## src/rtl/seven_seg_scan_ctrl_pkg.sv

```systemverilog
// rtl/seven_seg_scan_ctrl_pkg.sv - shared constants and helpers for the 7-seg scan controller
package seven_seg_scan_ctrl_pkg;

    localparam logic [3:0] SEG_CODE_BLANK = 4'hF;
    localparam logic [3:0] BCD_MAX        = 4'd9;

    typedef struct packed {
        logic [3:0] code;
        logic       dp_n;
    } seg_out_t;

    function automatic int idx_width(input int n_digits);
        return (n_digits > 1) ? $clog2(n_digits) : 1;
    endfunction

    function automatic logic bcd_invalid(input logic [3:0] nibble);
        return nibble > BCD_MAX;
    endfunction

    // A blanked digit keeps its decimal point; only the segment code is forced dark.
    function automatic seg_out_t digit_out(input logic [3:0] nibble, input logic suppress,
                                           input logic dp);
        seg_out_t o;
        o.code = (bcd_invalid(nibble) || suppress) ? SEG_CODE_BLANK : nibble;
        o.dp_n = ~dp;
        return o;
    endfunction

endpackage

```

## src/rtl/seven_seg_scan_ctrl_if.sv

```systemverilog
// rtl/seven_seg_scan_ctrl_if.sv - display value in / multiplexed segment drive out
interface seven_seg_scan_ctrl_if #(
    parameter int N_DIGITS = 4
);
    logic                  enable_i;
    logic                  lz_en_i;
    logic                  load_i;
    logic [4*N_DIGITS-1:0] digits_bcd_i;
    logic [N_DIGITS-1:0]   dp_in_i;
    logic [3:0]            dec_code_o;
    logic                  dp_n_o;
    logic [N_DIGITS-1:0]   an_n_o;
    logic                  frame_tick_o;
    logic                  bcd_err_o;

    modport master (
        output enable_i, lz_en_i, load_i, digits_bcd_i, dp_in_i,
        input  dec_code_o, dp_n_o, an_n_o, frame_tick_o, bcd_err_o
    );

    modport slave (
        input  enable_i, lz_en_i, load_i, digits_bcd_i, dp_in_i,
        output dec_code_o, dp_n_o, an_n_o, frame_tick_o, bcd_err_o
    );
endinterface

```

## src/rtl/seven_seg_scan_ctrl_scan_tick_gen.sv

```systemverilog
// rtl/seven_seg_scan_ctrl_scan_tick_gen.sv - digit-slot prescaler and digit index counter
module scan_tick_gen
    import seven_seg_scan_ctrl_pkg::*;
#(
    parameter int N_DIGITS     = 4,
    parameter int REFRESH_DIV  = 50000,
    parameter int BLANK_CYCLES = 2,
    localparam int PW = $clog2(REFRESH_DIV),
    localparam int IW = idx_width(N_DIGITS)
) (
    input  logic          clk,
    input  logic          rst_n,
    output logic          slot_wrap_o,
    output logic          frame_tick_o,
    output logic          in_guard_o,
    output logic [IW-1:0] idx_o
);

    logic [PW-1:0] prescaler_q, prescaler_d;
    logic [IW-1:0] idx_q, idx_d;

    assign slot_wrap_o  = (prescaler_q == PW'(REFRESH_DIV - 1));
    assign frame_tick_o = slot_wrap_o && (idx_q == IW'(N_DIGITS - 1));
    assign idx_o        = idx_q;

    generate
        if (BLANK_CYCLES == 0) begin : g_no_guard
            assign in_guard_o = 1'b0;
        end else begin : g_guard
            assign in_guard_o = (prescaler_q < PW'(BLANK_CYCLES));
        end
    endgenerate

    always_comb begin
        prescaler_d = prescaler_q + PW'(1);
        idx_d       = idx_q;
        if (slot_wrap_o) begin
            prescaler_d = '0;
            idx_d       = (idx_q == IW'(N_DIGITS - 1)) ? '0 : idx_q + IW'(1);
        end
    end

    always_ff @(posedge clk or negedge rst_n) begin
        if (!rst_n) begin
            prescaler_q <= '0;
            idx_q       <= '0;
        end else begin
            prescaler_q <= prescaler_d;
            idx_q       <= idx_d;
        end
    end

endmodule

```

## src/rtl/seven_seg_scan_ctrl.sv

```systemverilog
// rtl/seven_seg_scan_ctrl.sv - multiplexed common-anode 7-seg driver with tear-free shadows
module seven_seg_scan_ctrl
    import seven_seg_scan_ctrl_pkg::*;
#(
    parameter int N_DIGITS     = 4,
    parameter int REFRESH_DIV  = 50000,
    parameter int BLANK_CYCLES = 2
) (
    input  logic                 clk,
    input  logic                 rst_n,
    seven_seg_scan_ctrl_if.slave bus
);

    localparam int IW = idx_width(N_DIGITS);
    localparam logic [N_DIGITS-1:0] AN_ONE = {{(N_DIGITS-1){1'b0}}, 1'b1};

    logic          slot_wrap;
    logic          frame_tick;
    logic          in_guard;
    logic [IW-1:0] idx;

    scan_tick_gen #(
        .N_DIGITS    (N_DIGITS),
        .REFRESH_DIV (REFRESH_DIV),
        .BLANK_CYCLES(BLANK_CYCLES)
    ) u_tick (
        .clk         (clk),
        .rst_n       (rst_n),
        .slot_wrap_o (slot_wrap),
        .frame_tick_o(frame_tick),
        .in_guard_o  (in_guard),
        .idx_o       (idx)
    );

    logic [N_DIGITS-1:0][3:0] pending_q, active_q, load_digits;
    logic [N_DIGITS-1:0]      pending_dp_q, active_dp_q;
    logic                     bcd_err_q;
    logic [N_DIGITS-1:0]      an_n_q, an_n_d;
    logic [3:0]               dec_code_q, dec_code_d;
    logic                     dp_n_q, dp_n_d;
    logic                     frame_tick_q;

    logic                     frame_edge;
    logic                     load_bad;
    logic                     seen_nonzero;
    logic [N_DIGITS-1:0]      suppress;
    seg_out_t                 cur;

    assign load_digits = bus.digits_bcd_i;
    assign frame_edge  = slot_wrap && frame_tick;

    always_comb begin
        load_bad = 1'b0;
        for (int d = 0; d < N_DIGITS; d++) begin
            load_bad = load_bad | bcd_invalid(load_digits[d]);
        end
    end

    // Walk down from the top digit; everything above the first nonzero one is a leading zero.
    always_comb begin
        seen_nonzero = 1'b0;
        suppress     = '0;
        for (int d = N_DIGITS - 1; d >= 0; d--) begin
            seen_nonzero = seen_nonzero | (active_q[d] != 4'd0);
            suppress[d]  = bus.lz_en_i && !seen_nonzero && (d != 0);
        end
    end

    always_comb begin
        cur        = digit_out(active_q[idx], suppress[idx], active_dp_q[idx]);
        an_n_d     = '1;
        dec_code_d = SEG_CODE_BLANK;
        dp_n_d     = 1'b1;
        if (!in_guard && bus.enable_i) begin
            an_n_d     = ~(AN_ONE << idx);
            dec_code_d = cur.code;
            dp_n_d     = cur.dp_n;
        end
    end

    // A load landing on the frame boundary bypasses pending so it is not lost for a frame.
    always_ff @(posedge clk or negedge rst_n) begin
        if (!rst_n) begin
            pending_q    <= '0;
            pending_dp_q <= '0;
            active_q     <= '0;
            active_dp_q  <= '0;
            bcd_err_q    <= 1'b0;
        end else begin
            if (bus.load_i) begin
                pending_q    <= load_digits;
                pending_dp_q <= bus.dp_in_i;
            end
            if (frame_edge) begin
                active_q    <= bus.load_i ? load_digits : pending_q;
                active_dp_q <= bus.load_i ? bus.dp_in_i : pending_dp_q;
            end
            if (bus.load_i && load_bad) begin
                bcd_err_q <= 1'b1;
            end
        end
    end

    always_ff @(posedge clk or negedge rst_n) begin
        if (!rst_n) begin
            an_n_q       <= '1;
            dec_code_q   <= SEG_CODE_BLANK;
            dp_n_q       <= 1'b1;
            frame_tick_q <= 1'b0;
        end else begin
            an_n_q       <= an_n_d;
            dec_code_q   <= dec_code_d;
            dp_n_q       <= dp_n_d;
            frame_tick_q <= frame_tick;
        end
    end

    assign bus.an_n_o       = an_n_q;
    assign bus.dec_code_o   = dec_code_q;
    assign bus.dp_n_o       = dp_n_q;
    assign bus.frame_tick_o = frame_tick_q;
    assign bus.bcd_err_o    = bcd_err_q;

endmodule
```

## src/flat_wrapper.sv

```systemverilog
// flat-port wrapper written by rule: the top's interface ports become plain ports
module seven_seg_scan_ctrl_flat import seven_seg_scan_ctrl_pkg::*;
#(
    parameter int N_DIGITS     = 4,
    parameter int REFRESH_DIV  = 50000,
    parameter int BLANK_CYCLES = 2
)
  (clk, rst_n, bus_enable_i, bus_lz_en_i, bus_load_i, bus_digits_bcd_i, bus_dp_in_i, bus_dec_code_o, bus_dp_n_o, bus_an_n_o, bus_frame_tick_o, bus_bcd_err_o);
  seven_seg_scan_ctrl_if #(.N_DIGITS(N_DIGITS)) bus_i ();
  input  logic clk;
  input  logic rst_n;
  input wire logic [$bits(bus_i.enable_i)-1:0] bus_enable_i;
  input wire logic [$bits(bus_i.lz_en_i)-1:0] bus_lz_en_i;
  input wire logic [$bits(bus_i.load_i)-1:0] bus_load_i;
  input wire logic [$bits(bus_i.digits_bcd_i)-1:0] bus_digits_bcd_i;
  input wire logic [$bits(bus_i.dp_in_i)-1:0] bus_dp_in_i;
  output wire logic [$bits(bus_i.dec_code_o)-1:0] bus_dec_code_o;
  output wire logic [$bits(bus_i.dp_n_o)-1:0] bus_dp_n_o;
  output wire logic [$bits(bus_i.an_n_o)-1:0] bus_an_n_o;
  output wire logic [$bits(bus_i.frame_tick_o)-1:0] bus_frame_tick_o;
  output wire logic [$bits(bus_i.bcd_err_o)-1:0] bus_bcd_err_o;
  assign bus_i.enable_i = bus_enable_i;
  assign bus_i.lz_en_i = bus_lz_en_i;
  assign bus_i.load_i = bus_load_i;
  assign bus_i.digits_bcd_i = bus_digits_bcd_i;
  assign bus_i.dp_in_i = bus_dp_in_i;
  assign bus_dec_code_o = bus_i.dec_code_o;
  assign bus_dp_n_o = bus_i.dp_n_o;
  assign bus_an_n_o = bus_i.an_n_o;
  assign bus_frame_tick_o = bus_i.frame_tick_o;
  assign bus_bcd_err_o = bus_i.bcd_err_o;
  seven_seg_scan_ctrl #(.N_DIGITS(N_DIGITS), .REFRESH_DIV(REFRESH_DIV), .BLANK_CYCLES(BLANK_CYCLES)) u_core (.clk(clk), .rst_n(rst_n), .bus(bus_i));
endmodule
```

## config.mk

```make
export PLATFORM = sky130hd
export DESIGN_NAME = seven_seg_scan_ctrl_flat
export DESIGN_NICKNAME = d
export VERILOG_FILES = /design/src/rtl/seven_seg_scan_ctrl_pkg.sv /design/src/rtl/seven_seg_scan_ctrl_if.sv /design/src/rtl/seven_seg_scan_ctrl_scan_tick_gen.sv /design/src/rtl/seven_seg_scan_ctrl.sv /design/src/flat_wrapper.sv
export SDC_FILE = /design/constraint.sdc
export NUM_CORES = 1
export LEC_CHECK = 0
export ABC_AREA = 1
export BUFFER_PORTS_ARGS = -buffer_cell sky130_fd_sc_hd__buf_2
export CORE_MARGIN = 4
export CORE_UTILIZATION = 58
export DETAILED_ROUTE_END_ITERATION = 6
export GPL_TIMING_DRIVEN = 0
export PLACE_DENSITY = 0.9
export SYNTH_ARGS = -nofsm -noshare
export SYNTH_HDL_FRONTEND = slang
export SYNTH_SLANG_ARGS = --single-unit
```

## constraint.sdc

```tcl
create_clock -name clk -period 2 [get_ports clk]
set_input_delay 0.6 -clock clk [delete_from_list [all_inputs] [get_ports clk]]
set_output_delay 0.6 -clock clk [all_outputs]
set_load 0.01 [all_outputs]
```

# [Word-level counts from Yosys, hierarchy flattened]
# Index checks and enable logic that the tools add are counted.
[totals] reg_bits=69 latch_bits=0 ram_bits=0 rom_bits=0 wordCells=65 mem_count=0
[classes] add_sub_neg=2 multipliers=0 div=0 n_lt_le_gt_ge=7 eq_ne=2 shift=1 muxes=14 n_bitwise=7 n_reduce_logical=15
[ops] operator="2-to-1 mux 16 bit" count=2
[ops] operator="> comparator 4 bit, second input constant" count=5
[ops] operator="2-to-1 mux 4 bit" count=5
[ops] operator="adder 16 x 1 -> 16 bit, second input constant" count=1
[ops] operator="== test 16 bit, second input constant" count=1
[ops] operator="less-than comparator 16 x 2 -> 1 bit, second input constant" count=1
[ops] operator="nonzero test 4 bit" count=3
[ops] operator="binary-select mux 4 bit (select 2 bit)" count=1
[ops] operator="logical AND 1 bit" count=7
[ops] operator="OR 1 bit" count=5
[ops] operator="binary-select mux 1 bit (select 2 bit)" count=2
[ops] operator="logical NOT 1 bit" count=4
[ops] operator="inverter 4 bit" count=1
[ops] operator="<< shifter 1 x 2 -> 4 bit, first input constant" count=1
[ops] operator="less-than comparator 2 x 3 -> 1 bit, second input constant" count=1
[ops] operator="2-to-1 mux 1 bit" count=3
[ops] operator="adder 2 x 1 -> 2 bit, second input constant" count=1
[ops] operator="== test 2 bit, second input constant" count=1
[ops] operator="2-to-1 mux 2 bit" count=1
[ops] operator="logical OR 1 bit" count=1
[ops] operator="inverter 1 bit" count=1

# [Longest topological paths before layout]
# Gate-level depths: netlist of the first run.
[logic_depth] depth_word=10 depth_mapped=10

# [Cells and area by module]
# Synthesis of the first run repeated with hierarchy kept, for this count alone.
[hier_totals] cells_unflattened=354 area_unflattened_um2=3455.8
[modules_own_cells] module="seven_seg_scan_ctrl" instances=1 cells_per_inst=207 area_each_um2=2341.0 seq_area_each_um2=1287.5
[modules_own_cells] module="scan_tick_gen" instances=1 cells_per_inst=147 area_each_um2=1114.8 seq_area_each_um2=450.4

# [Least setup slack after synthesis of the first run]
# Ideal clock, no wire load.
[synth_path] kind="register -> register" from="register u_core.u_tick.prescaler_q[0]" to="register u_core.active_dp_q[0]" setup_ns=0.123 arrival_time_ns=1.282 required_time_ns=1.877 path_slack_ns=0.595 path_stages_with_launch=10 n_path_buf=1 period_less_slack_ns=1.405 cell_sequence="dfrtp_1 > ha_1 > nand2_2 > clkinv_2 > nand2_4 > nor2_2 > nand2_4 > buf_2 > o21ai_0 > nand2_1"
[synth_between] elab_chain_len=3
[synth_rtl] item="from (decl)" line="seven_seg_scan_ctrl_scan_tick_gen.sv:19" text="logic [PW-1:0] prescaler_q, prescaler_d;"
[synth_rtl] item="from (signal assigned)" line="seven_seg_scan_ctrl_scan_tick_gen.sv:48" text="prescaler_q <= prescaler_d;"
[synth_rtl] item="== test 16 bit *" line="seven_seg_scan_ctrl_scan_tick_gen.sv:22" text="assign slot_wrap_o = (prescaler_q == PW'(REFRESH_DIV - 1));"
[synth_rtl] item="logical AND 1 bit" line="seven_seg_scan_ctrl_scan_tick_gen.sv:23" text="assign frame_tick_o = slot_wrap_o && (idx_q == IW'(N_DIGITS - 1));"
[synth_rtl] item="logical AND 1 bit *" line="seven_seg_scan_ctrl.sv:50" text="assign frame_edge = slot_wrap && frame_tick;"
[synth_rtl] item="to (signal assigned)" line="seven_seg_scan_ctrl.sv:96" text="active_dp_q <= bus.load_i ? bus.dp_in_i : pending_dp_q;"
[synth_rtl] item="to (decl)" line="seven_seg_scan_ctrl.sv:36" text="logic [N_DIGITS-1:0] pending_dp_q, active_dp_q;"
# Every way passes the cells marked *; elsewhere a longest branch is shown, timed or not.
# A chain may end at the register's enable or synchronous reset.

# [Worst setup path in the final report of the first run]
[layout_path] from="register u_core.u_tick.prescaler_q[0]" to="register u_core.active_q[7] (netlist bit)"
[layout_between] elab_chain_len=3
[layout_rtl] item="== test 16 bit *" line="seven_seg_scan_ctrl_scan_tick_gen.sv:22"
[layout_rtl] item="logical AND 1 bit" line="seven_seg_scan_ctrl_scan_tick_gen.sv:23"
[layout_rtl] item="logical AND 1 bit *" line="seven_seg_scan_ctrl.sv:50"
[layout_rtl] item="to (signal assigned)" line="seven_seg_scan_ctrl.sv:95" text="active_q <= bus.load_i ? load_digits : pending_q;"
[layout_rtl] item="to (decl)" line="seven_seg_scan_ctrl.sv:35" text="logic [N_DIGITS-1:0][3:0] pending_q, active_q, load_digits;"
# Marked as above.

==> metrics.sh, run 1 <==
FINAL_NET_COUNT=423
ROUTED-VIA-COUNT=2466
ASYNC_FLOP_SHARE_PCT=100.0
SYNTH.NET_COUNT=377
GP_CONGESTION=0.8848
CLOCKPOWERSHARE_PCT=41.8
POST_ROUTE_CELLS_DRIVE_ABOVE_1_SHARE_PCT=26.88
POWER.SHARE.COMBINATIONAL_PCT=4.9
DRT-INITIAL-DRC-COUNT=159
DP_WORST_SETUP_SLACK_NS=0.3634
CRIT-REG2REG-CAPTURE='u_core.active_q[7]'
SYNTH_ADDER_AREA_SHARE_PCT=1.941
TOTAL_SETUP_BUFFERS_INSERTED_AFTER_CTS=0
FINAL.FILL_COUNT=403
OUTCOME='completed'
FINAL.PERIOD_UTILIZATION_PCT=83.78
YS_TOP_CELLS_BY_AREA='dfrtp_1 (47%), nand2_1 (9.3%), dfstp_2 (7.3%)'
REMAINING_ANTENNA_VIOLATION_COUNT=0
CHIPHEIGHT_UM=82.55
CRITICAL_PATH_CLASS='reg2reg'
SYNTH_MUX_AREA_SHARE_PCT=6.988
CLKSLEWWORSTSETUPHOLDPATHS_NS=0.08
MAXCAPVIOLATIONS=0
SETUP.WORST_PATH.START_CLASS='flip-flop'
WORSTSETUPSTARTPOINT='u_core.u_tick.prescaler_q[0]'
GRT_SETUP_UNREPAIRED='false'
WORST_PIN_SLEW_NS=0.8331
FIN_SKEW_NS=0.01250
PEAKVDDDROP_mV=0.8466
CLK_ROOT_BUFFER_CELL='clkbuf_8'
SYNTH_COMMONEST_CELLS='nand2_1 (80), dfrtp_1 (60), nor2_1 (42)'
REGTOREGSETUPSLACK_NS=0.32
WL_PER_CELL_UM=13.97
SYN_AREA_PER_CELL_UM2=9.288
CRITICAL_PATH.MAX_FANOUT=10
FRACTION_OF_SYNTHESIZED_CELL_AREA_IN_XOR_AND_XNOR_CELLS_PCT=1.630
MAX_CLOCK_FREQ_MHz=596.8
STD_CELL_ROWS=26
YOSYS_WARNINGS=0
SYNTH_CELL_TYPE_COUNT=30
WHS_NS=0.3296
INITIAL_CORE_UTIL_PCT=61.54
SYNTH-SEQ-AREA-SHARE_PCT=53.92
SETUP_WS_NS=0.3245
SWSHARE_PCT=23.64
TOTALWIRELENGTH_UM=6537
RR_STARTPOINT='u_core.u_tick.prescaler_q[0]'
SYNTH_TOP_AREA_CELL='dfrtp_1'
SLEW_HEADROOM_PCT=44.46
TOTAL_POWER_mW=2.722
POWER_DISSIPATED_BY_SWITCHING_NET_LOADS_mW=0.6434
CTSRESIZECOUNT=0
CP-END-KIND='flip-flop'
WORST-ENDPOINT-ARRIVAL_NS=1.91
CTS_MADE_BUFFERS=9
AREA_GROWTH_SYN_TO_LAYOUT_PCT=14.36
GRT_ANTENNA_BEFORE_REPAIR=0
LARGEST_FAMILY_OF_LOGIC_CELLS_BY_SYNTHESIZED_AREA='simple AND/OR/NAND/NOR gates'
POSTSYNTHREGISTERBITS=69
SYNTH_FLOP_CELL='dfrtp_1'
CELLLEAKAGEPOWER_nW=1.725
AREA_ENCLOSED_BY_THE_DIE_BOUNDARY_UM2=6814
SYNTH.MOST_COMMON_CELL='nand2_1'
DRT-PASS1-ITER-COUNT=4
POWER.DENSITY_CELL_AREA_nW_PER_UM2=738.5
WIRE_LENGTH_OF_THE_FIRST_GLOBAL_ROUTING_PASS_UM=11320
VIAS_PER_CELL=5.269
CLOCK_TREE.HTREE_LEVEL_COUNT=3
FINALHOLDVIOLCOUNT=0
SYNTH-SIMPLE-AREA-SHARE_PCT=20.73
PERIOD_MINUS_SLACK_NS=1.676
CLASS_OF_THE_WORST_HOLD_PATH='in2async'
SYNTH_COMPOUND_AREA_SHARE_PCT=8.657
POWER_REPORT.INTERNAL_TOTAL_mW=2.079
IO-PIN-COUNT=36
INSERTION_DELAY_NS=0.36
CLOCK_SINKS=69
NETLIST_INSTANCES=347
TIMING_MAX_TRANSITION_VIOLATIONS_FINAL=0
SEQUENTIALPOWERSHARE_PCT=53.2
PLACEABLECOREAREA_UM2=5238
EDFF_COUNT_SYNTH=0
SYN-CELL-AREA_UM2=3223
ANTENNADIODECOUNT=0
REPORT.FINAL.SETUP_VIOL=0
HOLDBUFCOUNTCTS=0
REQUIRED_NS=2.23
CLOCK_TREE_FROM_TRITONCTS='built'
CHIPWIDTH_UM=82.55
SETUP_TNS_NS=0
VIAS_IN_THE_FIRST_GLOBAL_ROUTE=2420
DP.FINAL_HPWL_UM=4622
WORST_SETUP_PATH_ENDPOINT='u_core.active_q[7]'
R2R_CELLS=9
GRT_MAX_DEGREE=70
CTSLONGESTPATHBUFFERS=2
REMAINING_DRC_ERRORS=0
BUFFER_PORTS.INSERTED=35
GRT_OVERFLOW_TOTAL=0
TOTAL_GLOBAL_ROUTE_TRACK_USAGE_PCT=22.29
SYNTH_LARGEST_TYPE_AREA_FRACTION_PCT=46.58
## sequential cells by signal, indices dropped and copies added (netlist names)
signal,cells
u_core.active_dp_q,4
u_core.bus.dec_code_o,4
u_core.pending_dp_q,4
u_core.bus.dp_n_o,1
u_core.active_q,16
u_core.bus.frame_tick_o,1
u_core.u_tick.prescaler_q,16
u_core.u_tick.idx_o,2
u_core.bus.an_n_o,4
u_core.pending_q,16
u_core.bus.bcd_err_o,1
## cells by family (layout without fill, tap and decap cells)
logic type / count (synthesis) / in the layout
xor gates and xnor gates: 6 / 6
AOI/OAI and AO/OA: 47 / 47
DFF: 69 / 69
buffers and inverters: 45 / 96
and+or+nand+nor: 155 / 155
adders and majority gates: 5 / 5
muxes: 20 / 20
## layer usage
layer / track usage [%] / up-vias / part of all wire [%]
met3: 4.772 / 13 / 5.2
met5: 0 / - / 0
met4: 10.13 / 0 / 1.9
met2: 34.62 / 69 / 46
li1: - / 1203 / -
met1: 30.06 / 1181 / 46
## through the flow
stage | area, um2 | utilization, % | std cells
4_1_cts | 3686 | 70.38 | 468
6_report | 3686 | 70.38 | 468
2_1_floorplan | 3223 | - | 347
3_5_place_dp | 3488 | 66.60 | 452
3_3_place_gp | 3486 | 66.56 | 452
5_1_grt | 3686 | 70.38 | 468
## cell usage in the layout (no fill, tap or decap), drive strengths merged, types with 5 or more instances in the layout
cell     n
a21oi   10
mux2    20
dfrtp   60
nor2    46
nand2   85
ha       5
xor2     6
buf     42
nand3   17
clkinv   5
o21ai   33
clkbuf  10
dfstp    9
inv     37
## area by class of cell
| type | count | area (um2) | share of cell area, % |
|---|---|---|---|
| Inverter | 37 | 140.1 | 3.802 |
| Tap cell | 70 | 87.58 | 2.376 |
| Clock buffer | 9 | 123.9 | 3.360 |
| Timing Repair Buffer | 35 | 177.7 | 4.820 |
| Clock inverter | 7 | 73.82 | 2.003 |
| Buffer | 8 | 57.56 | 1.561 |
| Multi-Input combinational cell | 233 | 1287 | 34.93 |
| Sequential cell | 69 | 1738 | 47.15 |
## power by group through the flow
stage	Sequential, mW	Clock, mW	Combinational [mW]
3_3_place_gp	1.47	0	0.129
4_1_cts	1.45	1.16	0.136
5_1_grt	1.45	1.22	0.152
6_report	1.45	1.14	0.134
2_1_floorplan	1.47	0	0.0636
3_5_place_dp	1.48	0	0.135
## worst max-delay path, stage by stage (launching register included)
cell and delay (ns):
dfrtp_1 0.41, ha_1 0.20, nand2_2 0.08, clkinv_2 0.08, nand2_4 0.06, nor2_2 0.13
nand2_4 0.09, buf_2 0.19, o21ai_0 0.21, nand2_1 0.10
## worst min-delay path by stage
stage,from,to,slack (ns),depth (start not counted)
after floorplan,rst_n,u_core.active_dp_q[0],0.30,0
after global placement,u_core.bus.bcd_err_o,u_core.bus.bcd_err_o,0.44,1
after detailed placement,u_core.bus.bcd_err_o,u_core.bus.bcd_err_o,0.46,1
after CTS,rst_n,u_core.pending_q[13],0.36,1
after global routing,rst_n,u_core.bus.bcd_err_o,0.41,1
final,rst_n,u_core.bus.bcd_err_o,0.33,1
Power figures use the tool's default switching activity.
==> run 2: changes to the inputs <==
--- a/config.mk
+++ b/config.mk
@@ -5,13 +5,13 @@
 export SDC_FILE = /design/constraint.sdc
 export NUM_CORES = 1
 export LEC_CHECK = 0
-export ABC_AREA = 1
+export ABC_AREA = 0
 export BUFFER_PORTS_ARGS = -buffer_cell sky130_fd_sc_hd__buf_2
 export CORE_MARGIN = 4
-export CORE_UTILIZATION = 58
+export CORE_UTILIZATION = 52
 export DETAILED_ROUTE_END_ITERATION = 6
 export GPL_TIMING_DRIVEN = 0
-export PLACE_DENSITY = 0.9
+export PLACE_DENSITY = 0.86
 export SYNTH_ARGS = -nofsm -noshare
 export SYNTH_HDL_FRONTEND = slang
 export SYNTH_SLANG_ARGS = --single-unit
==> constraint.sdc (replaced) <==
create_clock -name clk -period 1.36 [get_ports clk]
set_input_delay 0.408 -clock clk [delete_from_list [all_inputs] [get_ports clk]]
set_output_delay 0.408 -clock clk [all_outputs]
set_load 0.01 [all_outputs]
==> run 2 against run 1 <==
The run now ends with setup timing left. Worst hold slack worse by 0.16 ns. Non-clock buffer count increased by 8. Highest routed layer unchanged. Critical endpoint is now u_core.active_q[8]. Largest cell class unchanged. Critical path depth decreased by 4. Worst setup slack worse by 0.96 ns.
==> metrics.sh, run 2 <==
OUTCOME='complete, but fails checks'
FAILED_CHECKS='setup timing'
BUFFER_PORTS.INSERTED=35  # unchanged
WORSTSETUPSTARTPOINT='u_core.u_tick.prescaler_q[12]'
FINALHOLDVIOLCOUNT=0  # unchanged
SYN_AREA_PER_CELL_UM2=14.03  # +51%
WORST-ENDPOINT-ARRIVAL_NS=2.22  # +0.31 ns
R2R_CELLS=5  # -4
STD_CELL_ROWS=27  # +3.8%
REMAINING_ANTENNA_VIOLATION_COUNT=0  # unchanged
CLK_ROOT_BUFFER_CELL='clkbuf_8'
GRT_SETUP_UNREPAIRED='true'
SYNTH_FLOP_CELL='dfrtp_1'
FINISH.INSTANCE_AREA_UM2=3836  # +4.1%
GRT_MAX_DEGREE=70  # unchanged
SYNTH_COMMONEST_CELLS='dfrtp_1 (60), mux2_2 (22), mux2_4 (20)'
CLOCK_TREE_FROM_TRITONCTS='built'
MAX_CLOCK_FREQ_MHz=500.7  # -16%
PERIOD_MINUS_SLACK_NS=1.997  # +0.3218 ns
SYNTH.MOST_COMMON_CELL='dfrtp_1'
TOTALWIRELENGTH_UM=6291  # -3.8%
IO-PIN-COUNT=36  # unchanged
SYNTH.NET_COUNT=247  # -34%
SLEW_HEADROOM_PCT=44.90  # +0.44 points
TOTAL_GLOBAL_ROUTE_TRACK_USAGE_PCT=19.23  # -3.1 points
CRITICAL_PATH_CLASS='reg2reg'
ANTENNADIODECOUNT=0  # unchanged
SETUP.WORST_PATH.START_CLASS='flip-flop'
SETUP_TNS_NS=-22.31  # -22.31 ns
DRT-INITIAL-DRC-COUNT=108  # -32%
YS_TOP_CELLS_BY_AREA='dfrtp_1 (49%), mux2_4 (9.9%), mux2_2 (8.1%)'
REQUIRED_NS=1.59  # -0.64 ns
INITIAL_CORE_UTIL_PCT=54.31  # -7.2 points
FINAL_NET_COUNT=303  # -28%
CP-END-KIND='flip-flop'
NETLIST_INSTANCES=217  # -37%
GRT_OVERFLOW_TOTAL=0  # unchanged
CLASS_OF_THE_WORST_HOLD_PATH='in2async'
CELLLEAKAGEPOWER_nW=1.763  # +2.2%
POST_ROUTE_CELLS_DRIVE_ABOVE_1_SHARE_PCT=51.80  # +25 points
EDFF_COUNT_SYNTH=0  # unchanged
SETUP_WS_NS=-0.6373  # -0.9618 ns
REPORT.FINAL.SETUP_VIOL=53  # +53
CTS_MADE_BUFFERS=9  # unchanged
MOSTFREQUENTLAYOUTCELL='dfrtp_1'
PEAKVDDDROP_mV=0.7839  # -7.4%
SYNTH_LARGEST_TYPE_AREA_FRACTION_PCT=49.30  # +2.7 points
CRITICAL_PATH.MAX_FANOUT=10  # unchanged
MAXCAPVIOLATIONS=0  # unchanged
POSTSYNTHREGISTERBITS=69  # unchanged
ASYNC_FLOP_SHARE_PCT=100.0  # unchanged
WIRE_LENGTH_OF_THE_FIRST_GLOBAL_ROUTING_PASS_UM=10480  # -7.4%
WL_PER_CELL_UM=17.97  # +29%
TIMING_MAX_TRANSITION_VIOLATIONS_FINAL=0  # unchanged
REMAINING_DRC_ERRORS=0  # unchanged
FINAL.FILL_COUNT=373  # -7.4%
INSERTION_DELAY_NS=0.34  # -0.02 ns
CTSLONGESTPATHBUFFERS=2  # unchanged
CLOCK_SINKS=69  # unchanged
RR_STARTPOINT='u_core.u_tick.prescaler_q[12]'
CLOCK_TREE.HTREE_LEVEL_COUNT=3  # unchanged
REG_TOP3='u_core.active_q: 16 flops, u_core.pending_q: 16 flops, u_core.u_tick.prescaler_q: 16 flops'
AREA_GROWTH_SYN_TO_LAYOUT_PCT=25.97
SYNTH-SEQ-AREA-SHARE_PCT=57.07  # +3.1 points
PLACEABLECOREAREA_UM2=5608  # +7.1%
VIAS_PER_CELL=5.497  # +4.3%
VIAS_IN_THE_FIRST_GLOBAL_ROUTE=2060  # -15%
YOSYS_WARNINGS=0  # unchanged
GP_CONGESTION=0.7629  # -14%
FIN_SKEW_NS=0.008491  # -0.004009 ns
DP.FINAL_HPWL_UM=4006  # -13%
CLKSLEWWORSTSETUPHOLDPATHS_NS=0.07  # about the same
FINAL.PERIOD_UTILIZATION_PCT=146.9  # +63 points
ROUTED-VIA-COUNT=1924  # -22%
SYNTH_CELL_TYPE_COUNT=32  # +6.7%
CHIPWIDTH_UM=84.53  # +2.4%
PLACED_INSTANCE_AREA_UM2=3318  # -4.9%
CHIPHEIGHT_UM=84.53  # +2.4%
GRT_ANTENNA_BEFORE_REPAIR=0  # unchanged
SYN-CELL-AREA_UM2=3045  # -5.5%
AREA_ENCLOSED_BY_THE_DIE_BOUNDARY_UM2=7145  # +4.9%
SYNTH_TOP_AREA_CELL='dfrtp_1'
FINAL_CELL_MIX='dfrtp_1 (59), buf_2 (26), mux2_4 (22), mux2_2 (20), buf_6 (15)'
TOTAL_POWER_mW=4.301  # +58%
WORST_PIN_SLEW_NS=0.8265  # -0.006571 ns
DRT-PASS1-ITER-COUNT=4  # unchanged
POWER.DENSITY_CELL_AREA_nW_PER_UM2=1121  # +52%
run 2: cell types whose count changed in the layout (fill, tap and decap cells not counted), moves of 15 or more:
| cell | before | now |
|---|---|---|
| mux2_4 | 0 | 22 |
| o21ai_0 | 21 | 6 |
| nand2_1 | 80 | 10 |
| inv_1 | 34 | 6 |
| nor2_1 | 42 | 3 |
run 2: critical path: stages, from the launching register on:
cell	delay [ns]
dfrtp_1	0.40
or4_4	0.56
nor4_4	0.24
nand4_2	0.18
buf_6	0.21
mux2_4	0.31
run 2: path summary, 6_finish.rpt:
kind	to	slack, ns
worst max-delay path	u_core.active_q[8]	-0.64
worst min-delay path	u_core.bus.bcd_err_o	0.17
worst max register to register	u_core.active_q[8]	-0.64
worst min register to register	u_core.bus.bcd_err_o	0.45
max in group asynchronous	u_core.u_tick.prescaler_q[6]	0.62
min in group clk	u_core.pending_dp_q[0]	0.32
run 2: metal layers:
layer  share of wire (%)  track usage [%]
met4                 2.0            7.914
met3                 4.2            4.318
met5                   0                0
met2                  52            31.60
met1                  42            24.68
run 2: area by class of cell:
| type | count | area [um2] | share of cell area, % |
|---|---|---|---|
| timing repair buffer | 44 | 325.3 | 8.480 |
| sequential | 69 | 1739 | 45.34 |
| multi-input combinational | 136 | 1394 | 36.33 |
| inverter | 6 | 22.52 | 0.5871 |
| clock buffer | 10 | 127.6 | 3.327 |
| clock inverter | 6 | 87.58 | 2.283 |
| tap | 72 | 90.09 | 2.348 |
| buffer | 7 | 50.05 | 1.305 |
run 2: power by group:
part	internal (mW)	total [mW]	switching, mW
combinational	0.165	0.305	0.140
clock	1.03	1.79	0.755
sequential	2.16	2.21	0.0487
total	3.36	4.30	0.944
run 2: cell families after synthesis:
logic type | Yosys count | synth area share, %
compound gates | 13 | 2.547
xor+xnor | 13 | 3.739
buf+inv | 13 | 2.218
flops | 69 | 57.07
simple gates | 57 | 10.68
mux | 47 | 21.69
fa+ha+maj | 5 | 2.054
run 2: timing repair:
| item | in CTS | in global routing |
|---|---|---|
| setup buffers | 7 | 2 |
| endpoints found under the setup margin | 54 | 55 |
| gates cloned | 1 | 0 |
| hold buffers | 0 | 0 |
| pin swaps | 14 | 7 |
| gates resized for setup | 31 | 13 |
run 2: stage by stage:
stage / util [%] / hold WS, ns / instances / setup WS (ns)
after floorplan: - / 0.1124 / 217 / -0.5696
after global placement: 59.13 / 0.4351 / 324 / -0.6646
after detailed placement: 59.17 / 0.4406 / 324 / -0.7304
after CTS: 67.25 / 0.1860 / 348 / -0.6920
after global routing: 68.41 / 0.2327 / 350 / -0.6874
final: 68.41 / 0.1667 / 350 / -0.6373
